<file path="src/rtl/fir_filter_mc.sv">
`timescale 1ns/1ps
`default_nettype none
// ============================================================================
// Module      : fir_filter_mc
// Description : Multi-channel, time-multiplexed FIR filter. One MAC per
//               cycle, one tap per cycle, newest sample first. Each channel
//               keeps its own circular sample history and write pointer;
//               the coefficient set is shared. The result is rounded
//               half-up, arithmetically shifted and saturated to DataBits.
//               A bypass mode returns the accepted sample unchanged while
//               still recording it in the history.
// Ports       : clk_i, rst_ni        clock, asynchronous active-low reset
//               data_i, ch_i,        input sample, its channel,
//               bypass_i             pass-through request
//               in_valid_i/in_ready_o   input handshake (ready only in IDLE)
//               data_o, ch_o         filtered sample and its channel
//               out_valid_o/out_ready_i output handshake
//               coeff_we_i, coeff_addr_i, coeff_i  coefficient write port
//               flush_i              clears all histories (IDLE only)
//               busy_o               state is not IDLE
// Revision    : 1.0 - initial release
// ============================================================================
module fir_filter_mc #(
    parameter int Taps      = 8,
    parameter int DataBits  = 10,
    parameter int CoeffBits = 10,
    parameter int Channels  = 4,
    parameter int Shift     = 8
) (
    input  logic                                              clk_i,
    input  logic                                              rst_ni,
    input  logic [DataBits-1:0]                               data_i,
    input  logic [((Channels > 1) ? $clog2(Channels) : 1)-1:0] ch_i,
    input  logic                                              bypass_i,
    input  logic                                              in_valid_i,
    output logic                                              in_ready_o,
    output logic [DataBits-1:0]                               data_o,
    output logic [((Channels > 1) ? $clog2(Channels) : 1)-1:0] ch_o,
    output logic                                              out_valid_o,
    input  logic                                              out_ready_i,
    input  logic                                              coeff_we_i,
    input  logic [$clog2(Taps)-1:0]                           coeff_addr_i,
    input  logic [CoeffBits-1:0]                              coeff_i,
    input  logic                                              flush_i,
    output logic                                              busy_o
);

    localparam int CH_W   = (Channels > 1) ? $clog2(Channels) : 1;
    localparam int TAP_W  = $clog2(Taps);
    localparam int PROD_W = DataBits + CoeffBits;
    localparam int ACC_W  = PROD_W + TAP_W;

    localparam logic [TAP_W-1:0] LAST_TAP = TAP_W'(Taps - 1);

    localparam logic [1:0] S_IDLE = 2'd0;
    localparam logic [1:0] S_RUN  = 2'd1;
    localparam logic [1:0] S_OUT  = 2'd2;

    // Rounding constant and saturation bounds, one bit wider than the
    // accumulator so adding the half-LSB can never wrap.
    localparam logic signed [ACC_W:0] RND     = (ACC_W + 1)'(64'sd1 <<< (Shift - 1));
    localparam logic signed [ACC_W:0] SAT_MAX = (ACC_W + 1)'((64'sd1 <<< (DataBits - 1)) - 1);
    localparam logic signed [ACC_W:0] SAT_MIN = ~SAT_MAX;

    // ------------------------------------------------------------------
    // State
    // ------------------------------------------------------------------
    logic [1:0]                  state_q, state_d;
    logic                        in_ready_q;
    logic signed [ACC_W-1:0]     acc_q;
    logic [TAP_W-1:0]            tap_q;
    logic [TAP_W-1:0]            rd_idx_q;
    logic [CH_W-1:0]             ch_q;
    logic [DataBits-1:0]         data_q;
    logic [TAP_W-1:0]            ptr_q   [Channels];
    logic signed [DataBits-1:0]  hist_q  [Channels][Taps];
    logic signed [CoeffBits-1:0] coeff_q [Taps];

    // ------------------------------------------------------------------
    // Control decode
    // ------------------------------------------------------------------
    logic w_ch_ok;
    logic w_addr_ok;
    logic w_accept;
    logic w_take;
    logic w_flush;
    logic w_coeff_we;

    // Range checks only bite when Channels/Taps are not powers of two.
    assign w_ch_ok    = (int'(ch_i) < Channels);
    assign w_addr_ok  = (int'(coeff_addr_i) < Taps);
    // in_ready_q is high exactly when IDLE (except the first cycle after
    // reset). A flush in the same cycle swallows the accept.
    assign w_accept   = in_valid_i && in_ready_q && !flush_i;
    assign w_take     = w_accept && w_ch_ok;
    assign w_flush    = flush_i && (state_q == S_IDLE);
    assign w_coeff_we = coeff_we_i && (state_q == S_IDLE) && w_addr_ok;

    // ------------------------------------------------------------------
    // MAC datapath
    // ------------------------------------------------------------------
    logic signed [DataBits-1:0]  w_samp;
    logic signed [CoeffBits-1:0] w_coef;
    logic signed [PROD_W-1:0]    w_samp_ext;
    logic signed [PROD_W-1:0]    w_coef_ext;
    logic signed [PROD_W-1:0]    w_prod;
    logic signed [ACC_W-1:0]     w_acc_sum;
    logic signed [ACC_W:0]       w_rnd;
    logic signed [ACC_W:0]       w_shr;
    logic [DataBits-1:0]         w_sat;

    assign w_samp     = hist_q[ch_q][rd_idx_q];
    assign w_coef     = coeff_q[tap_q];
    // Operands widened to the full product width before multiplying so the
    // product is not truncated to the operand width.
    assign w_samp_ext = {{CoeffBits{w_samp[DataBits-1]}}, w_samp};
    assign w_coef_ext = {{DataBits{w_coef[CoeffBits-1]}}, w_coef};
    assign w_prod     = w_samp_ext * w_coef_ext;
    assign w_acc_sum  = acc_q + {{TAP_W{w_prod[PROD_W-1]}}, w_prod};
    assign w_rnd      = {w_acc_sum[ACC_W-1], w_acc_sum} + RND;
    assign w_shr      = w_rnd >>> Shift;

    always_comb begin
        w_sat = w_shr[DataBits-1:0];
        if (w_shr > SAT_MAX) begin
            w_sat = SAT_MAX[DataBits-1:0];
        end else if (w_shr < SAT_MIN) begin
            w_sat = SAT_MIN[DataBits-1:0];
        end
    end

    // ------------------------------------------------------------------
    // FSM
    // ------------------------------------------------------------------
    always_comb begin
        state_d = state_q;
        case (state_q)
            S_IDLE: begin
                if (w_take) begin
                    state_d = bypass_i ? S_OUT : S_RUN;
                end
            end
            S_RUN: begin
                // Result is registered on the last tap, so OUT follows it.
                if (tap_q == LAST_TAP) begin
                    state_d = S_OUT;
                end
            end
            S_OUT: begin
                if (out_ready_i) begin
                    state_d = S_IDLE;
                end
            end
            default: state_d = S_IDLE;
        endcase
    end

    always_ff @(posedge clk_i or negedge rst_ni) begin
        if (!rst_ni) begin
            state_q    <= S_IDLE;
            in_ready_q <= 1'b0;
        end else begin
            state_q    <= state_d;
            in_ready_q <= (state_d == S_IDLE);
        end
    end

    // ------------------------------------------------------------------
    // Accumulator, tap sequencing and output register
    // ------------------------------------------------------------------
    always_ff @(posedge clk_i or negedge rst_ni) begin
        if (!rst_ni) begin
            acc_q    <= '0;
            tap_q    <= '0;
            rd_idx_q <= '0;
            ch_q     <= '0;
            data_q   <= '0;
        end else begin
            if (state_q == S_IDLE) begin
                if (w_take) begin
                    ch_q     <= ch_i;
                    acc_q    <= '0;
                    tap_q    <= '0;
                    // The slot being written now holds the newest sample.
                    rd_idx_q <= ptr_q[ch_i];
                    if (bypass_i) begin
                        data_q <= data_i;
                    end
                end
            end else if (state_q == S_RUN) begin
                acc_q    <= w_acc_sum;
                tap_q    <= tap_q + 1'b1;
                rd_idx_q <= (rd_idx_q == '0) ? LAST_TAP : rd_idx_q - 1'b1;
                if (tap_q == LAST_TAP) begin
                    data_q <= w_sat;
                end
            end
        end
    end

    // ------------------------------------------------------------------
    // Per-channel sample histories and write pointers
    // ------------------------------------------------------------------
    always_ff @(posedge clk_i or negedge rst_ni) begin
        if (!rst_ni) begin
            for (int c = 0; c < Channels; c++) begin
                ptr_q[c] <= '0;
                for (int t = 0; t < Taps; t++) begin
                    hist_q[c][t] <= '0;
                end
            end
        end else if (w_flush) begin
            for (int c = 0; c < Channels; c++) begin
                ptr_q[c] <= '0;
                for (int t = 0; t < Taps; t++) begin
                    hist_q[c][t] <= '0;
                end
            end
        end else if (w_take) begin
            hist_q[ch_i][ptr_q[ch_i]] <= data_i;
            ptr_q[ch_i] <= (ptr_q[ch_i] == LAST_TAP) ? '0 : ptr_q[ch_i] + 1'b1;
        end
    end

    // ------------------------------------------------------------------
    // Coefficient bank; a write alongside an accept lands before RUN
    // reads it on the following cycle.
    // ------------------------------------------------------------------
    always_ff @(posedge clk_i or negedge rst_ni) begin
        if (!rst_ni) begin
            for (int t = 0; t < Taps; t++) begin
                coeff_q[t] <= '0;
            end
        end else if (w_coeff_we) begin
            coeff_q[coeff_addr_i] <= coeff_i;
        end
    end

    // ------------------------------------------------------------------
    // Outputs
    // ------------------------------------------------------------------
    assign in_ready_o  = in_ready_q;
    assign out_valid_o = (state_q == S_OUT);
    assign busy_o      = (state_q != S_IDLE);
    assign data_o      = data_q;
    assign ch_o        = ch_q;

endmodule
`default_nettype wire

</file>
<file path="config.mk">
export PLATFORM = sky130hd
export DESIGN_NAME = fir_filter_mc
export DESIGN_NICKNAME = d
export VERILOG_FILES = /design/src/rtl/fir_filter_mc.sv
export SDC_FILE = /design/constraint.sdc
export NUM_CORES = 1
export LEC_CHECK = 0
export CAP_MARGIN = 20
export CORE_MARGIN = 3
export CORE_UTILIZATION = 45
export CTS_CLUSTER_DIAMETER = 200
export DETAILED_ROUTE_END_ITERATION = 12
export DONT_BUFFER_PORTS = 1
export PLACE_DENSITY = 0.71
export SYNTH_ARGS = -nofsm -noshare
export SYNTH_HDL_FRONTEND = slang
export SYNTH_SLANG_ARGS = --single-unit
</file>
<file path="constraint.sdc">
create_clock -name clk_i -period 13.68 [get_ports clk_i]
set_clock_uncertainty 0.1 [all_clocks]
set_input_delay 2.052 -clock clk_i [delete_from_list [all_inputs] [get_ports clk_i]]
set_output_delay 2.052 -clock clk_i [all_outputs]
set_load 0.01 [all_outputs]
</file>
==> run summary, run 1 <==
The run gives 0.210 as the global-route usage over all layers. After clock tree synthesis, the setup repair step added 0 buffers. The clock drives 456 sinks.

Yosys instantiated no cell more often than sky130_fd_sc_hd__dfrtp_1. Die width: 252 um. Counting every instance in the synthesized netlist gives 2,371. The tools report the cell at the root of the clock tree as sky130_fd_sc_hd__clkbuf_16. By count the netlist is led by sky130_fd_sc_hd__dfrtp_1 (456), sky130_fd_sc_hd__nor2_1 (418), sky130_fd_sc_hd__mux2i_1 (334). After detailed routing, the average wire length per cell comes to 21.2 um. The critical path is of the reg2reg type.

For the number of warnings printed during yosys synthesis, the log shows 0. Library cell with the largest summed area after synthesis: sky130_fd_sc_hd__dfrtp_1. The tools report the hold slack as 0.397 ns.

The share of Yosys cell area claimed by the top area cell type was 0.420. Timing would allow up to 0.0901 GHz. In this run the cell area of the synthesized design comes to 0.0272 mm^2. The tools report the count of H-tree levels built during CTS as 2.

The average instance area after synthesis was 11.5 um^2. Yosys attributes the largest share of cell area to sky130_fd_sc_hd__dfrtp_1 (42%), sky130_fd_sc_hd__mux2i_1 (12%), sky130_fd_sc_hd__mux4_2 (10%), sky130_fd_sc_hd__fa_1 (6.8%), sky130_fd_sc_hd__nor2_1 (5.8%). Once layout is done, the placed cells without fillers occupy 0.0295 mm^2.

The cell type of the slowest stage on the worst timing path is sky130_fd_sc_hd__dfrtp_4. Summed over all nets, the half-perimeter wirelength after detailed placement is 43.5 mm. The number of different library cells used by synthesis comes to 77.

After filler insertion, the fill cell instance count of the layout stands at 5,075. Hold repair after CTS inserted 0 buffers. The run gives 3 as the deepest clock path buffer count. Among all flip-flop cells after synthesis, the most frequent one is sky130_fd_sc_hd__dfrtp_1.

Setup repair after global routing left no endpoint under its margin. The largest single stage delay on the critical path is 0.95 ns. The post-CTS resize count is 0. After detailed placement, the total cell area comes to 0.0278 mm^2. Measured along the y axis, the die boundary spans 252 um.

The run gives 0 as the initial antenna violation count. Clock-pin slew was measured on the worst setup and hold paths at 0.07 ns. The leakage power figure came out at 14.3 nW. The logs give 0 for the final routed DRC violation total and 14.10 ns for the required time of the critical path.

The clock period minus worst slack is 11.09 ns. The final reports fail on slew limit. The synthesized design contains 456 register bits.

The part of the cycle the worst path needs was 0.811; the initial DRC count was 1,431. After routing, the total negative slack on setup checks comes to 0 ns. The ratio of cells with drive above 1 in the final layout is 0.156, and the number of standard cells in the final layout excluding fillers is 3,109. The total vias in the final route is 18,000. The number of core rows was 89. TritonCTS built the clock tree. At the end of the flow, the number of nets in the layout was 2,501. The number of cells on the worst reg-to-reg path was 36. The pre-antenna-repair detailed-routing pass consisted of 5 iterations. The tools report the critical path endpoint category as a register. The number of hold violations in the final report is 0. For the portion of the post-synthesis area used by sequential elements, the log shows 0.420. Setup violations remaining at the end of the flow were counted as 0. Entering global routing, the biggest net connects 457 pins. Along the worst path, the maximum fanout reaches 38.

The die covers 0.0634 mm^2. Clock latency on the worst-skew pair, taken at its later pin, is 0.61 ns. The count of antenna diodes in the layout is 0, and the final wirelength is 65.8 mm. At the end of routability-driven placement, the weighted congestion stood at 0.848. The tools report the total of max-cap violations as 0. The utilization of the core after routing came out at 0.496.

Dividing total power by cell area gives a power density of 209 mW/mm^2. The tools report the final max-slew violation count as 170. The run gives 18,800 as the number of global-route vias before repair. In this run the standard cell core region covers 0.0594 mm^2. The arrival time of data at the critical path endpoint is 11.52 ns. At the pin with the least slew margin, the transition time is 1.79 ns. The first global-routing pass estimated 106 mm of wire. Synthesis produced a netlist with a net count of 2,575.

The worst hold path was traced through 2 stages. During I/O placement, the number of pins put on the boundary was 47. The tools report the effective utilization at floorplan as 0.458. In this run the remaining antenna-violating nets after routing total 0. The run finished, with violations left.

Number of CTS-inserted buffers: 48. Global routing finished with a remaining overflow of 0. The number of vias per cell came out at 5.77. Compared with the post-synthesis result, the final layout area differs by 8.32%.

The count of buffers added on input and output ports is 0. The worst-case IR drop observed on VDD is 0.160 mV. Once placement completed, the tool counted placed cells totaling 3,020.

The worst setup path is launched from a register. The post-synthesis async set-or-reset flop share came out at 1.00. The synthesized design contains 0 enable-type register cells. Classification of the worst-slack hold path: reg2reg.

The run gives -0.192 as the tightest slew margin relative to the limit.
==> where the power goes <==
group,switching [mW],internal [mW]
registers,0.206,1.55
clock network,0.579,0.780
logic,1.80,1.25
==> per-stage QoR <==
| stage | worst slack (ns) | power, mW |
|---|---|---|
| 6_report | 2.59 | 6.16 |
| 5_1_grt | 1.87 | 6.56 |
| 4_1_cts | 2.54 | 6.18 |
| 3_5_place_dp | 2.58 | 4.80 |
| 3_3_place_gp | 2.77 | 4.71 |
| 2_1_floorplan | 4.11 | 4.07 |
==> layout by cell type (no fill, tap or decap), drive strengths merged, types with 5 or more instances in the layout <==
cell type / count
a211oi: 11
nand3b: 5
nor2: 418
o211ai: 7
mux2i: 334
clkinv: 11
and2: 13
clkbuf: 70
mux2: 98
nor2b: 19
and3: 11
mux4: 123
xnor2: 28
inv: 149
nor3b: 5
or2: 5
o21ai: 55
or3: 6
nand2: 120
nand3: 24
nor3: 12
o21bai: 10
fa: 92
a21o: 10
a31oi: 8
a21oi: 30
nand2b: 11
o21a: 8
xor2: 12
dfrtp: 456
ha: 80
a22o: 16
buf: 25
==> sequential cells by signal, indices dropped and copies added (netlist names) <==
name	cells
hist_q	320
coeff_q	80
acc_q	23
ptr_q	12
data_o	10
rd_idx_q	3
tap_q	3
ch_o	2
state_q	2
in_ready_o	1
==> critical path: cells and delay by family, from the launching register on <==
| kind | cells | cell delay (ns) |
|---|---|---|
| AOI/OAI and AO/OA | 14 | 3.10 |
| muxes | 3 | 1.67 |
| adders and majority gates | 7 | 2.70 |
| DFF | 1 | 0.95 |
| buffers and inverters | 4 | 0.86 |
| xor gates and xnor gates | 1 | 0.19 |
| and+or+nand+nor | 7 | 1.42 |
==> cells by family after synthesis <==
kind of cell | count (synthesis) | synth area share
AO/OA/AOI/OAI | 190 | 0.0505
XOR/XNOR | 41 | 0.0143
adder cells (fa/ha/maj) | 172 | 0.105
buffers and inverters | 294 | 0.0415
flip-flops | 456 | 0.420
multiplexers | 555 | 0.266
AND/OR/NAND/NOR | 663 | 0.104
==> routing by layer <==
layer / track usage / wire length, um / vias up
met3: 0.0348 / 3460 / 126
li1: - / - / 8041
met5: 0 / 0 / -
met4: 0.0682 / 1990 / 0
met2: 0.355 / 32500 / 477
met1: 0.278 / 27800 / 9310
==> path summary, 6_finish.rpt <==
kind,startpoint,endpoint,slack (ns)
max in group asynchronous,rst_ni,ch_o[1]$_DFFE_PN0P_,10.76
setup reg to reg,ch_o[0]$_DFFE_PN0P_,data_o[3]$_DFFE_PN0P_,2.59
min in group asynchronous,rst_ni,acc_q[17]$_DFFE_PN0P_,1.05
setup / recovery,ch_o[0]$_DFFE_PN0P_,data_o[3]$_DFFE_PN0P_,2.59
hold reg to reg,acc_q[18]$_DFFE_PN0P_,acc_q[18]$_DFFE_PN0P_,0.40
hold / removal,acc_q[18]$_DFFE_PN0P_,acc_q[18]$_DFFE_PN0P_,0.40
==> area by class of cell <==
cell class / instances / area [um^2] / share of cell area
multi-input combinational: 1621 / 14700 / 0.498
clock inverter: 19 / 245 / 0.00833
sequential: 456 / 11400 / 0.388
clock buffer: 70 / 1400 / 0.0477
timing repair buffer: 25 / 208 / 0.00705
tap: 773 / 967 / 0.0328
inverter: 145 / 544 / 0.0185
(Power assumes the default switching activity.)
==> run 2: changes to the inputs <==
--- a/config.mk
+++ b/config.mk
@@ -11,7 +11,7 @@
 export CTS_CLUSTER_DIAMETER = 200
 export DETAILED_ROUTE_END_ITERATION = 12
 export DONT_BUFFER_PORTS = 1
-export PLACE_DENSITY = 0.71
+export PLACE_DENSITY = 0.73
 export SYNTH_ARGS = -nofsm -noshare
 export SYNTH_HDL_FRONTEND = slang
 export SYNTH_SLANG_ARGS = --single-unit
==> constraint.sdc (replaced) <==
create_clock -name clk_i -period 9.65 [get_ports clk_i]
set_clock_uncertainty 0.1 [all_clocks]
set_input_delay 1.4475 -clock clk_i [delete_from_list [all_inputs] [get_ports clk_i]]
set_output_delay 1.4475 -clock clk_i [all_outputs]
set_load 0.01 [all_outputs]
==> run 2 against run 1 <==
- the flow now finishes without violations
- maximum frequency rose by 18%
- via count rose by 3.6%
- core utilization increased by 2.0 points
- critical path type unchanged
- critical endpoint is now data_o[7]$_DFFE_PN0P_
- largest power group unchanged
==> run summary, run 2 (synthesis gave the netlist of run 1 again) <==
The hold slack is 0.391 ns (-0.00597 ns). The final max-slew violation count was 0 (-100%); the arrival time of data at the critical path endpoint was 9.79 ns (-1.73 ns). The part of the cycle the worst path needs is 0.971 (+0.160).

The total of buffers placed on input and output ports came out at 0 (unchanged). The run gives 14.8 nW (+3.4%) as the leakage power figure. The number of vias per cell is 5.85 (+1.3%), and the number of core rows is 89 (unchanged).

The count of clock tree sinks is 456 (unchanged), and the final global-route overflow total is 0 (unchanged). The effective utilization at floorplan was 0.458 (unchanged). The remaining antenna violation count after routing was 0 (unchanged). The worst setup path is of the reg2reg kind. The detailed-route wire length per cell works out to 21.6 um (+2.1%). The number of hold violations in the final report is 0 (unchanged).

Ranked by flip-flop count, first place goes to hist_q. STA classifies the critical path endpoint as a register. The pin count of the biggest net entering global routing was 457 (unchanged); the number of global-route vias before repair was 19,000 (+0.83%). The logs give 68.7 mm (+4.4%) for the final wirelength and 0 (unchanged) for the total of max-cap violations. Classification of the worst-slack hold path: reg2reg. The ratio of cells with drive above 1 in the final layout was 0.203 (+0.0470). The library cell used most frequently in the layout, excluding fill and tap cells, is sky130_fd_sc_hd__dfrtp_1.

The delay of the slowest critical-path stage was 0.56 ns (-0.39 ns). The tools report the final routed DRC violation total as 0 (unchanged). For the largest vdd supply drop, the log shows 0.254 mV (+59%). The run gives 3 (unchanged) as the deepest clock path buffer count. The run gives 0.904 (+6.5%) as the global placer's final weighted congestion. The total negative slack for setup checks is 0 ns (unchanged), and the number of flip-flops in the largest register is 320 (unchanged).

The actual slew at the worst max-slew pin was 1.46 ns (-0.324 ns); the number of standard cells in the final layout excluding fillers was 3,179 (+2.3%). The run gives 18,600 (+3.6%) as the total vias in the final route. The first-pass detailed-route iteration total was 6 (+1). Register-to-register path setup slack: 0.28 ns (-2.30 ns). The critical path's most frequent cell is sky130_fd_sc_hd__fa_1.

The initial DRC count is 1,686 (+18%), and the clock period minus worst slack is 9.37 ns (-1.73 ns). Floorplan core area: 0.0594 mm^2 (unchanged). For the final net count, the log shows 2,574 (+2.9%). For this design, the slowest cell found on the critical path is sky130_fd_sc_hd__mux4_2. The total half-perimeter wirelength after legalization and detailed placement was 45.0 mm (+3.6%); the clock-pin slew on the worst setup and hold paths was 0.06 ns (about the same).

TritonCTS built the clock tree. The register cell area after layout was 0.0114 mm^2 (unchanged). The sort of element at the start of the critical path is a register. The area added between synthesis and finish was 12.7%; the area of the die was 0.0634 mm^2 (unchanged).

The largest registers in the layout are hist_q x320, coeff_q x80, acc_q x23. The power per standard cell area was 313 mW/mm^2 (+49%); the required time of the critical path was 10.07 ns (-4.03 ns). For the count of antenna diodes in the layout, the log shows 0 (unchanged).

Fill cell total of the finished layout: 4,900 (-3.4%). The run gives 0.107 GHz (+18%) as the maximum achievable frequency. The power after layout came out at 9.58 mW (+55%). The maximum net fanout on the critical path is 8 (-79%).

For the tightest slew margin relative to the limit, the log shows 0.0244 (+0.216). The die width came out at 252 um (unchanged). The run gives 0.0150 mm^2 (+2.5%) as the multi-input logic area.

The run gives 107 mm (+1.1%) as the global-route wire length before repair. In the layout the commonest cells are sky130_fd_sc_hd__dfrtp_1 (454), sky130_fd_sc_hd__nor2_1 (416), sky130_fd_sc_hd__mux2i_1 (332), sky130_fd_sc_hd__inv_1 (135), sky130_fd_sc_hd__mux4_2 (123). The die span in y is 252 um (unchanged). The tools report the cell at the root of the clock tree as sky130_fd_sc_hd__clkbuf_16. The initial antenna violation count was 1 (+1). Minimum setup slack in the final design: 0.283 ns (-2.30 ns).

The clock insertion delay at the later pin of the skew report is 0.60 ns (about the same). For the pre-CTS setup slack, the log shows -0.0474 ns (-2.63 ns). The number of CTS-inserted buffers was 49 (+2.1%). The count of final setup violators came out at 0 (unchanged).

The run gives 3,056 (+1.2%) as the instance count after placement with tap cells included. The logs give 0.212 (+0.00183) for the global-route usage over all layers and 0 (unchanged) for the quantity of hold-fixing buffers added after cts. The flow ran to the end, and the final reports show no timing, DRC or antenna violations. Count of H-tree levels built during CTS: 2 (unchanged).

The tools report the number of I/O pins as 47 (unchanged).
==> run 2: worst paths after layout <==
check | startpoint | end | cells past startpoint
setup / recovery | ch_o[0]$_DFFE_PN0P_ | data_o[7]$_DFFE_PN0P_ | 35
hold / removal | acc_q[21]$_DFFE_PN0P_ | acc_q[21]$_DFFE_PN0P_ | 2
setup reg to reg | ch_o[0]$_DFFE_PN0P_ | data_o[7]$_DFFE_PN0P_ | 35
hold reg to reg | acc_q[21]$_DFFE_PN0P_ | acc_q[21]$_DFFE_PN0P_ | 2
max in group asynchronous | rst_ni | hist_q[234]$_DFFE_PN0P_ | 0
min in group asynchronous | rst_ni | hist_q[252]$_DFFE_PN0P_ | 0
==> run 2: per-layer routing <==
layer | wire length (um) | GRT usage | up-vias
li1 | - | - | 8201
met1 | 29200 | 0.291 | 9695
met2 | 33400 | 0.350 | 568
met3 | 3620 | 0.0286 | 134
met4 | 2420 | 0.0719 | 0
met5 | 0 | 0 | -
==> run 2: power by group <==
part / total [mW] / switching (mW) / internal (mW)
registers: 2.42 / 0.228 / 2.19
logic: 5.19 / 2.93 / 2.25
clock network: 1.97 / 0.801 / 1.17
==> run 2: what timing repair did <==
action | in CTS | in global routing
cloned | 0 | 7
pin swaps | 0 | 40
endpoints found under the setup margin | 7 | 10
resized for setup | 3 | 85
setup buffers | 0 | 29
==> run 2: critical path: cells and delay by family, from the launching register on <==
kind                     cells  cell delay, ns
multiplexers                 3            1.30
AO/OA/AOI/OAI               10            2.25
AND/OR/NAND/NOR              8            1.26
buffers and inverters        6            0.66
XOR/XNOR                     1            0.18
flip-flops                   1            0.51
adder cells (fa/ha/maj)      7            3.02
==> run 2: layout make-up <==
cell class,instances,area share
Clock buffer,67,0.0452
Clock inverter,20,0.0100
Inverter,145,0.0178
Multi-Input combinational cell,1622,0.491
Sequential cell,456,0.373
Tap cell,773,0.0316
Timing Repair Buffer,96,0.0320
==> run 2: per-stage QoR <==
step           instance area [um^2]  utilization
6_report                      30600        0.516
5_1_grt                       30600        0.516
4_1_cts                       29800        0.503
3_5_place_dp                  28100        0.474
3_3_place_gp                  28100        0.474
2_1_floorplan                 27200            -
